**src/rtl/mem_access_queue.sv**
```systemverilog
// Circular request queue that feeds a memory port one entry at a time.
// Each entry completes on mem_ack (done) or is discarded after a bounded wait (err).
module mem_access_queue #(
  parameter int data_width = 128,
  parameter int depth      = 4,
  parameter int timeout    = 15
) (
  input  logic                      clk,
  input  logic                      rst,
  input  logic                      active,
  input  logic [data_width-1:0]     data_IN,
  output logic                      ready,
  output logic                      mem_req,
  output logic [data_width-1:0]     mem_data,
  input  logic                      mem_ack,
  output logic                      done,
  output logic                      err,
  output logic [7:0]                drops,
  output logic [$clog2(depth):0]    count
);

  localparam int aw = $clog2(depth);
  localparam int cw = aw + 1;
  localparam int tw = $clog2(timeout + 1);

  typedef enum logic {IDLE = 1'b0, BUSY = 1'b1} state_t;

  state_t                  state;
  logic [data_width-1:0]   mem [depth];
  logic [aw-1:0]           wr_ptr;
  logic [aw-1:0]           rd_ptr;
  logic [tw-1:0]           tcnt;
  logic [cw-1:0]           count_next;
  logic                    full;
  logic                    push;
  logic                    pop;
  logic                    expired;

  // Push eligibility uses the pre-edge full flag, so a same-edge pop never admits a push.
  always_comb begin
    full       = (count == cw'(depth));
    push       = active & ~full;
    expired    = (tcnt == tw'(timeout - 1));
    pop        = (state == BUSY) & (mem_ack | expired);
    count_next = count;
    if (push && !pop) begin
      count_next = count + cw'(1);
    end else if (pop && !push) begin
      count_next = count - cw'(1);
    end else begin
      count_next = count;
    end
  end

  assign ready    = ~full;
  assign mem_req  = (state == BUSY);
  assign mem_data = mem[rd_ptr];

  // Entry storage; contents are don't-care until written.
  always_ff @(posedge clk) begin
    if (push) begin
      mem[wr_ptr] <= data_IN;
    end
  end

  // Pointers, occupancy, drop counter and the service FSM; ack wins over timeout.
  always_ff @(posedge clk or posedge rst) begin
    if (rst) begin
      wr_ptr <= '0;
      rd_ptr <= '0;
      count  <= '0;
      drops  <= 8'd0;
      tcnt   <= '0;
      state  <= IDLE;
      done   <= 1'b0;
      err    <= 1'b0;
    end else begin
      if (push) wr_ptr <= wr_ptr + aw'(1);
      if (pop)  rd_ptr <= rd_ptr + aw'(1);
      count <= count_next;
      if (active && full && drops != 8'd255) drops <= drops + 8'd1;
      done <= 1'b0;
      err  <= 1'b0;
      case (state)
        IDLE: begin
          tcnt <= '0;
          if (count != cw'(0)) state <= BUSY;
        end
        BUSY: begin
          if (mem_ack) begin
            done  <= 1'b1;
            tcnt  <= '0;
            state <= (count_next != cw'(0)) ? BUSY : IDLE;
          end else if (expired) begin
            err   <= 1'b1;
            tcnt  <= '0;
            state <= (count_next != cw'(0)) ? BUSY : IDLE;
          end else begin
            tcnt <= tcnt + tw'(1);
          end
        end
        default: begin
          state <= IDLE;
          tcnt  <= '0;
        end
      endcase
    end
  end

endmodule
```
**config.mk**
```make
export PLATFORM = sky130hd
export DESIGN_NAME = mem_access_queue
export DESIGN_NICKNAME = d
export VERILOG_FILES = /design/src/rtl/mem_access_queue.sv
export SDC_FILE = /design/constraint.sdc
export NUM_CORES = 1
export LEC_CHECK = 0
export BUFFER_PORTS_ARGS = -buffer_cell sky130_fd_sc_hd__buf_2
export CAP_MARGIN = 5
export CORE_MARGIN = 4
export CORE_UTILIZATION = 35
export CTS_CLUSTER_SIZE = 20
export DETAILED_ROUTE_END_ITERATION = 7
export REMOVE_ABC_BUFFERS = 1
export SYNTH_ARGS = -nofsm -noshare
export SYNTH_HDL_FRONTEND = slang
export SYNTH_SLANG_ARGS = --single-unit
```
**constraint.sdc**
```tcl
create_clock -name clk -period 5.5 [get_ports clk]
set_input_delay 0.825 -clock clk [delete_from_list [all_inputs] [get_ports clk]]
set_output_delay 0.825 -clock clk [all_outputs]
set_load 0.005 [all_outputs]
```
## Word-level counts from Yosys, hierarchy flattened

Memories as Yosys holds them, arrays and structs flattened.
Index checks and enable logic that the tools add are counted.
Widths: inputs -> output; s select.

| storage, ports and cells | value |
|---|---|
| flip-flop bits (word level) | 22 |
| latch bits | 0 |
| memory bits (writable) | 512 |
| memory bits (read-only) | 0 |
| input port bits | 132 |
| output and inout bits | 143 |
| logic and storage cells | 48 |
| memories | 1 |

Memory list:

| memory | words | bits a word | rd ports | clocked after memory_dff | wr ports | line | text |
|---|---|---|---|---|---|---|---|
| mem | 4 | 128 | 1 | 0 | 1 | 29 | `logic [data_width-1:0] mem [depth];` |

| cells by class | value |
|---|---|
| add/sub/neg operators | 6 |
| $mul | 0 |
| div/mod/pow operators | 0 |
| order comparisons | 0 |
| equality and inequality tests | 3 |
| shift-type cells | 0 |
| multiplexer cells | 17 |
| bitwise logic cells | 5 |
| reductions and logical operators | 8 |

Operators with widths:

| cell | number |
|---|---|
| $mux 1 | 11 |
| $add 8x1->8 const B | 1 |
| $mux 4 | 2 |
| $ne 8x8->1 const B | 1 |
| $pmux 4 s2 | 1 |
| $mux 3 | 2 |
| $reduce_bool 3->1 | 2 |
| $add 2x1->2 const B | 2 |
| $add 4x1->4 const B | 1 |
| $eq 4x4->1 const B | 1 |
| $logic_and 1x1->1 | 4 |
| $add 3x1->3 const B | 1 |
| $eq 3x3->1 const B | 1 |
| $sub 3x1->3 const B | 1 |
| $and 1x1->1 | 2 |
| $logic_not 1->1 | 2 |
| $not 1->1 | 2 |
| $pmux 1 s2 | 1 |
| $or 1x1->1 | 1 |

## Longest topological paths before layout

Gate-level depths: netlist of run 1.

| logic depth | value |
|---|---|
| word-level depth | 12 |
| depth in mapped cells | 7 |
| depth with buffers taken out | 6 |

## Least setup slack after synthesis of run 1

No wires, ideal clock.

| timing | value |
|---|---|
| kind | input port to flip-flop |
| start point | input active |
| end point | memory mem[0][0] (enable) |
| library setup time | 0.502 ns |
| data arrival time | 4.143 ns |
| data required time | 4.998 ns |
| setup slack | 0.854 ns |
| cell stages on the path | 3 |
| path buffers | 1 |
| cells stage by stage | a21boi_2 buf_4 and2_1 |

| between the ends | value |
|---|---|
| word-level cells in the longest chain between the ends | 3 |

RTL lines:

| what | line | text |
|---|---|---|
| from (decl) | 10 | `input logic active,` |
| $and 1x1->1 | 42 | `push = active & ~full;` |
| $mux 1 | 61 | `if (push) begin` |
| $mux 1 (implied by the code) | 62 | `mem[wr_ptr] <= data_IN;` |
| to (decl) | 29 |  |

No other way between the ends.

## Worst setup path after layout of run 1

| timing | value |
|---|---|
| start point | register rd_ptr[1] |
| end point | output mem_data[58] |

| between the ends | value |
|---|---|
| word-level cells in the longest chain between the ends | 1 |

RTL lines:

| what | line | text |
|---|---|---|
| from (decl) | 31 | `logic [aw-1:0] rd_ptr;` |
| from (signal assigned) | 79 | `if (pop) rd_ptr <= rd_ptr + aw'(1);` |
| $mem_v2 4x128 | - |  |
| to (decl) | 14 | `output logic [data_width-1:0] mem_data,` |

No other way between the ends.

==> results of run 1 <==
-- how the worst max path moves through the flow --
| stage | startpoint | endpoint | slack [ns] | cells past startpoint |
|---|---|---|---|---|
| finish | rd_ptr[1]$_DFFE_PP0P_ | mem_data[58] | 1.99 | 3 |
| CTS | rd_ptr[0]$_DFFE_PP0P_ | mem_data[126] | 1.91 | 3 |
| global placement | active | mem[0][86]$_DFFE_PP_ | 2.33 | 4 |
| floorplan | rd_ptr[0]$_DFFE_PP0P_ | mem_data[0] | -0.95 | 1 |
| global route | rd_ptr[0]$_DFFE_PP0P_ | mem_data[126] | 1.83 | 3 |
| detailed placement | active | mem[0][43]$_DFFE_PP_ | 2.28 | 4 |
-- power breakdown --
group / switching (mW) / total, mW / leakage (nW) / internal (mW)
combinational: 1.67 / 3.28 / 2.26 / 1.62
clock: 1.46 / 3.49 / 0.825 / 2.02
sequential: 0.334 / 5.68 / 4.97 / 5.34
-- cell families after synthesis --
family                     after synthesis
AOI/OAI and AO/OA                       13
xor gates and xnor gates                12
adders and majority gates               12
buffers and inverters                   37
DFF                                    534
muxes                                  133
and+or+nand+nor                         39
-- final cells by class --
| cell class | instances | area [µm²] |
|---|---|---|
| diodes | 3 | 7.51 |
| flip-flops and latches | 534 | 15900 |
| clock buffers | 69 | 1470 |
| well taps | 748 | 936 |
| inverters | 6 | 22.5 |
| multi-input cells | 209 | 3480 |
| clock inverters | 28 | 218 |
| repair buffers | 286 | 1550 |
| fillers | 4861 | 31700 |
-- registers in the layout, summed over array words and instances (netlist names) --
name and count:
mem 512, drops 8, wr_ptr 2, rd_ptr 2, err 1, count 3, tcnt 4, mem_req 1
done 1
-- worst register-to-register path: cells and delay by family (launching register included) --
family | cells | cell delay [ns]
and+or+nand+nor | 1 | 0.69
AOI/OAI and AO/OA | 1 | 0.51
DFF | 1 | 0.43
buffers and inverters | 2 | 0.67
adders and majority gates | 1 | 0.29
-- cells in the mapped netlist, drive strengths merged --
| master | number |
|---|---|
| edfxtp | 512 |
| inv | 6 |
| nand3 | 7 |
| a21oi | 3 |
| nor3b | 1 |
| nor3 | 1 |
| mux4 | 128 |
| o21a | 1 |
| mux2 | 3 |
| nand2b | 3 |
| clkbuf | 2 |
| buf | 29 |
| and3 | 3 |
| maj3 | 2 |
| xnor2 | 10 |
| nand2 | 9 |
| o21ai | 5 |
| xor2 | 2 |
| mux2i | 2 |
| and2 | 5 |
| a21boi | 1 |
| dfrtp | 22 |
| a32oi | 1 |
| ha | 10 |
| a31oi | 1 |
| nand3b | 1 |
| nor2 | 9 |
| o2111ai | 1 |
-- routing by layer --
metal	routed length (µm)	GRT usage	part of all wire	vias up
met5	47	0	0.0012	-
met4	729	0.0334	0.019	8
met3	2910	0.0435	0.074	60
met2	19300	0.214	0.49	231
met1	16100	0.166	0.41	4733
li1	-	-	-	3940
-- per-stage QoR --
step                total power [mW]  TNS (ns)
global route                    13.1         0
finish                          12.4         0
floorplan                       7.96   -122.07
detailed placement              9.20         0
global placement                9.15         0
CTS                             12.7         0
==> summary.txt, run 1 <==
Finish
  • Most frequent cells in the layout: 512 x edfxtp_1, 274 x buf_2, 128 x mux4_2, 57 x clkbuf_16, 20 x dfrtp_1
  • Post-Layout Cell Count: 1883
  • Most common cell after layout, fill and taps aside: edfxtp_1
  • Final Core Density: 0.427
  • Nets: 1233
  • Syn-to-layout area delta: 20.2%
  • Final Cell Area: 23600 µm²
  • Share of layout cells above drive strength 1: 0.442

Pwr
  • Power Dens Cells: 527 nW/µm²
  • Leak: 8.05 nW
  • Max VDD drop: 0.357 mV

Timing
  • Hold WS: 0.435 ns
  • Setup WS post-layout: 1.99 ns
  • Achievable clock frequency: 0.285 GHz
  • Slew HR: 0.360
  • Fin crit share: 0.637
  • Fin. max-slew vios: 0
  • Fin crit period: 3.51 ns
  • Count of final setup violators: 0
  • Worst clock skew: 0.0145 ns
  • Worst-margin pin slew: 0.960 ns
  • Hold violation total from the final report: 0
  • RSZ-0062 raised after global routing: no

Floorplanning
  • Initial core utilization: 0.355
  • Core ar.: 55300 µm²
  • # IOs: 275
  • Die height: 245 µm
  • # rows: 86
  • Die width: 245 µm
  • Die area: 60000 µm²

Clocking
  • Total CTS buffers: 54
  • Sink Count: 534
  • Post-cts resize count: 0
  • Clock Latency Late Sink: 0.58 ns
  • CTS Root Cell: clkbuf_16
  • Worst-path clk slew: 0.06 ns
  • Hold Buf Count CTS: 0
  • Setup Fix Bufs, Post-CTS: 0
  • # H-tree levels: 2
  • TritonCTS clock tree: done
  • CTS max path bufs: 3

Worst setup path
  • R2r startpoint: count[0]$_DFF_PP0_
  • Critical path's largest stage delay: 1.00 ns
  • Worst reg-to-reg setup slack: 2.54 ns
  • Crit path required time: 4.68 ns
  • Crit path launch type: flip-flop
  • Critical path class: flip-flop to output port
  • Worst EP arrival: 2.68 ns
  • Critical path's top delay family: flip-flops
  • Crit-path max FO: 56
  • R2R depth: 5
  • Worst r2r dst: mem[3][43]$_DFFE_PP_
  • Crit-path cells: buf_12 > mux4_2 > buf_2
  • Crit path max-delay cell type: dfrtp_4
  • Crit. End Element: output port
  • Critical path buffer and inverter count: 2

GRT
  • Total global-route track usage: 0.130
  • Gr ovfl total: 0
  • Vias in the first global route: 9672
  • Antenna violations before repair: 6
  • Largest net degree at the start of global routing: 66
  • First-pass GRT wire length: 59600 µm

Route
  • DR pass1 iterations: 4
  • Post-Route WL: 39100 µm
  • Via count: 8972
  • Vias per cell: 4.76
  • Routed wire per std cell: 20.8 µm
  • # DRC: 0
  • Post-route ant nets: 0
  • 1st-iter DRT viols: 551

Synthesis
  • Largest family of logic cells by synthesized area: multiplexers
  • XOR/XNOR Fraction of Synth Area: 0.00535
  • Synth Area in Compound Gates: 0.00440
  • Avg Inst Size Synth: 25.2 µm²
  • Synth Instances: 780
  • Top cell type's share of synthesized area: 0.783
  • Area contributors post-synth: edfxtp_1 78%, mux4_2 15%, dfrtp_1 2.8%
  • Synthesized area: 19600 µm²
  • Register area share after synthesis: 0.811
  • Syn. warnings: 0
  • Mux cell area share after synthesis: 0.150
  • Synth Area in Adders: 0.00745
  • Post-synth top area cell: edfxtp_1
  • Synth cell types: 33
  • Yosys reg bits: 534
  • Post-Synth Simple-Gate Area: 0.00975

Placement
  • Placed wire-length estimate: 23400 µm
  • Post-DP Area: 21900 µm²
  • DP Worst Slack: 2.28 ns
  • # placed instances: 1783
  • RD Place Congestion: 0.729
  • IO buf count: 274

Hold path
  • Hold crit path type: primary input to asynchronous set/reset pin

Job
  • Max-cap violations: 0

Run status
  • Outcome: completed
Power figures use the tool's default switching activity.
==> inputs of run 2 (changes only) <==
ABC_AREA = 1   (was unset)
clock period = 2.9 ns   (was 5.5 ns; I/O delays follow)
==> summary.txt, run 2 <==
GRT
  • Antenna violations before repair: 12 (+6)
  • Total global-route track usage: 0.153 (+0.0231)
  • Largest net degree at the start of global routing: 94 (+42%)
  • First-pass GRT wire length: 71800 µm (+20%)
  • Gr ovfl total: 0 (unchanged)
  • Vias in the first global route: 12300 (+27%)

Timing
  • Slew HR: 0.401 (+0.0407)
  • Fin. max-slew vios: 0 (unchanged)
  • Hold WS: 0.0350 ns (-0.400 ns)
  • RSZ-0062 raised after global routing: no
  • Worst clock skew: 0.0131 ns (-0.00143 ns)
  • Hold violation total from the final report: 0 (unchanged)
  • Achievable clock frequency: 0.360 GHz
  • Fin crit period: 2.78 ns
  • Count of final setup violators: 0 (unchanged)
  • Worst-margin pin slew: 0.898 ns (-0.0620 ns)
  • Setup WS post-layout: 0.125 ns (-1.87 ns)
  • Fin crit share: 0.957
  • Setup_tns: 0 ns (unchanged)

Placement
  • IO buf count: 274 (unchanged)
  • RD Place Congestion: 0.771 (+5.7%)
  • DP Worst Slack: 0.591 ns (-1.69 ns)
  • Post-DP Area: 22500 µm² (+2.5%)
  • Placed wire-length estimate: 27400 µm (+17%)

Synthesis
  • Synth Instances: 1370 (+76%)
  • Post-synth EDFFs: 512 (unchanged)
  • Yosys reg bits: 534 (unchanged)
  • Post-Synth Simple-Gate Area: 0.0620 (+0.0522)
  • Count leader, synth: edfxtp_1
  • Synth cell types: 27 (-18%)
  • Synth Area in Adders: 0.00625 (-0.00121)
  • Synthesized area: 20000 µm² (+2.0%)
  • Avg Inst Size Synth: 14.6 µm² (-42%)
  • Largest family of logic cells by synthesized area: compound AO/OA/AOI/OAI gates
  • Mux cell area share after synthesis: 0.00225 (-0.147)
  • Register area share after synthesis: 0.795 (-0.0157)
  • Post-synth top area cell: edfxtp_1
  • Post-synth top flop: edfxtp_1
  • Top cell type's share of synthesized area: 0.768 (-0.0152)
  • Synth Area in Compound Gates: 0.106 (+0.101)
  • XOR/XNOR Fraction of Synth Area: 0.00525 (-0.000104)
  • Synth top cells by count: 512 x edfxtp_1, 274 x nor2_1, 253 x o21ai_0
  • Syn. warnings: 0 (unchanged)
  • Synth async-reset ratio: 0.0412 (unchanged)
  • Area contributors post-synth: edfxtp_1 77%, o21ai_0 6.3%, nor2_1 5.1%

Worst setup path
  • Crit path launch type: flip-flop
  • Crit path required time: 2.47 ns (-2.21 ns)
  • Critical path class: flip-flop to output port
  • Worst reg-to-reg setup slack: 0.76 ns (-1.78 ns)
  • Crit. End Element: output port
  • Crit-path max FO: 57 (+1.8%)
  • Worst EP arrival: 2.34 ns (-0.34 ns)

Pwr
  • Leak: 8.62 nW (+7.0%)
  • Total power: 26.2 mW (+110%)
  • Max VDD drop: 0.505 mV (+41%)
  • Power Dens Cells: 1070 nW/µm² (+100%)

Floorplanning
  • Core ar.: 56500 µm² (+2.1%)
  • Die height: 247 µm (+0.95%)
  • Initial core utilization: 0.355 (-0.000598)
  • # rows: 87 (+1.2%)
  • Die area: 61100 µm² (+1.9%)
  • Die width: 247 µm (+0.95%)
  • # IOs: 275 (unchanged)

Finish
  • Most common cell after layout, fill and taps aside: edfxtp_1
  • Max reg flops: 512 (unchanged)
  • Nets: 1797 (+46%)
  • Final Cell Area: 24500 µm² (+3.9%)
  • Fillers: 5044 (+3.8%)
  • Most frequent cells in the layout: 512 x edfxtp_1, 274 x buf_2, 270 x nor2_1, 253 x o21ai_0, 125 x o22ai_1
  • Syn-to-layout area delta: 22.5%
  • Reg with most FFs: mem
  • Share of layout cells above drive strength 1: 0.247 (-0.195)
  • Biggest regs: mem: 512 flops, drops: 8 flops, tcnt: 4 flops

Clocking
  • Total CTS buffers: 56 (+3.7%)
  • Sink Count: 534 (unchanged)
  • TritonCTS clock tree: done
  • # H-tree levels: 2 (unchanged)
  • Worst-path clk slew: 0.06 ns (about the same)
  • CTS Root Cell: clkbuf_16
  • Clock Latency Late Sink: 0.58 ns (about the same)
  • CTS max path bufs: 3 (unchanged)

Job
  • Max-cap violations: 0 (unchanged)

Route
  • Vias per cell: 4.94 (+3.6%)
  • DR pass1 iterations: 5 (+1)
  • Routed wl met3: 3680 µm (+26%)
  • Post-route ant nets: 0 (unchanged)
  • Via count: 12200 (+36%)
  • Met2 wire length: 22400 µm (+16%)
  • # DRC: 0 (unchanged)
  • Wire length on met1: 21200 µm (+31%)
  • 1st-iter DRT viols: 759 (+38%)
  • Routed wire per std cell: 19.6 µm (-5.8%)
  • Post-Route WL: 48300 µm (+23%)
  • Top sig layer: met5

Hold path
  • Hold crit path type: primary input to asynchronous set/reset pin

Run status
  • Outcome: completed
[run 2: cell types whose count changed in the layout (fill, tap and decap cells not counted), moves of 8 or more]
cell     change
nor2_1     +261
o22ai_1    +125
buf_4        +8
inv_1       +16
mux4_2     -128
nand2_1     +11
o21ai_0    +250
[run 2: metrics by stage]
stage | instances | utilization
after floorplan | 1286 | -
after global placement | 2346 | 0.397
after CTS | 2452 | 0.432
after detailed placement | 2346 | 0.397
final | 2465 | 0.434
after global routing | 2457 | 0.434
[run 2: per-layer routing]
| layer | track usage | vias to the layer above |
|---|---|---|
| li1 | - | 5730 |
| met2 | 0.247 | 311 |
| met3 | 0.0459 | 72 |
| met5 | 0 | - |
| met4 | 0.0357 | 8 |
| met1 | 0.204 | 6046 |
[run 2: area by class of cell]
class | instances | area [µm²] | area share
antenna | 8 | 20.0 | 0.000816
sequential | 534 | 15900 | 0.650
tap | 756 | 946 | 0.0386
clock buffer | 67 | 1470 | 0.0601
multi-input combinational | 727 | 3680 | 0.150
clock inverter | 37 | 424 | 0.0173
timing repair buffer | 311 | 1950 | 0.0794
inverter | 25 | 101 | 0.00413
[run 2: final timing paths]
check | endpoint | depth (start not counted) | startpoint
max | mem_data[12] | 5 | rd_ptr[1]$_DFFE_PP0P_
min | drops[6]$_DFFE_PP0P_ | 2 | rst
max reg2reg | mem[1][66]$_DFFE_PP_ | 6 | count[0]$_DFF_PP0_
min reg2reg | tcnt[0]$_DFF_PP0_ | 1 | tcnt[0]$_DFF_PP0_
max in group asynchronous | rd_ptr[0]$_DFFE_PP0P_ | 2 | rst
min in group clk | mem[2][115]$_DFFE_PP_ | 1 | data_IN[115]
[run 2: power by group]
group | total (mW) | switching [mW] | internal (mW)
Clock | 7.29 | 2.87 | 4.42
Sequential | 10.6 | 0.487 | 10.1
Combinational | 8.34 | 5.37 | 2.97
Total | 26.2 | 8.73 | 17.5
[run 2: cells by family (layout without fill, tap and decap cells)]
logic type                 Yosys count  count (layout)
buffers and inverters              109             440
adders and majority gates           10              10
and+or+nand+nor                    313             313
muxes                                4               4
other                                0               8
DFF                                534             534
xor gates and xnor gates            12              12
AOI/OAI and AO/OA                  388             388
[run 2: critical path, stage by stage, from the launching register on]
cell     delay (ns)
dfrtp_4        0.67
inv_4          0.17
buf_12         0.29
o21ai_0        0.15
o22ai_1        0.27
buf_2          0.18
[run 2: what timing repair did]
action / CTS / global route
endpoints found under the setup margin: 14 / 23
hold buffers: 1 / 0
resized for setup: 3 / 7
setup buffers: 1 / 3
gates cloned: 0 / 2
endpoints found under the hold margin: 1 / 0
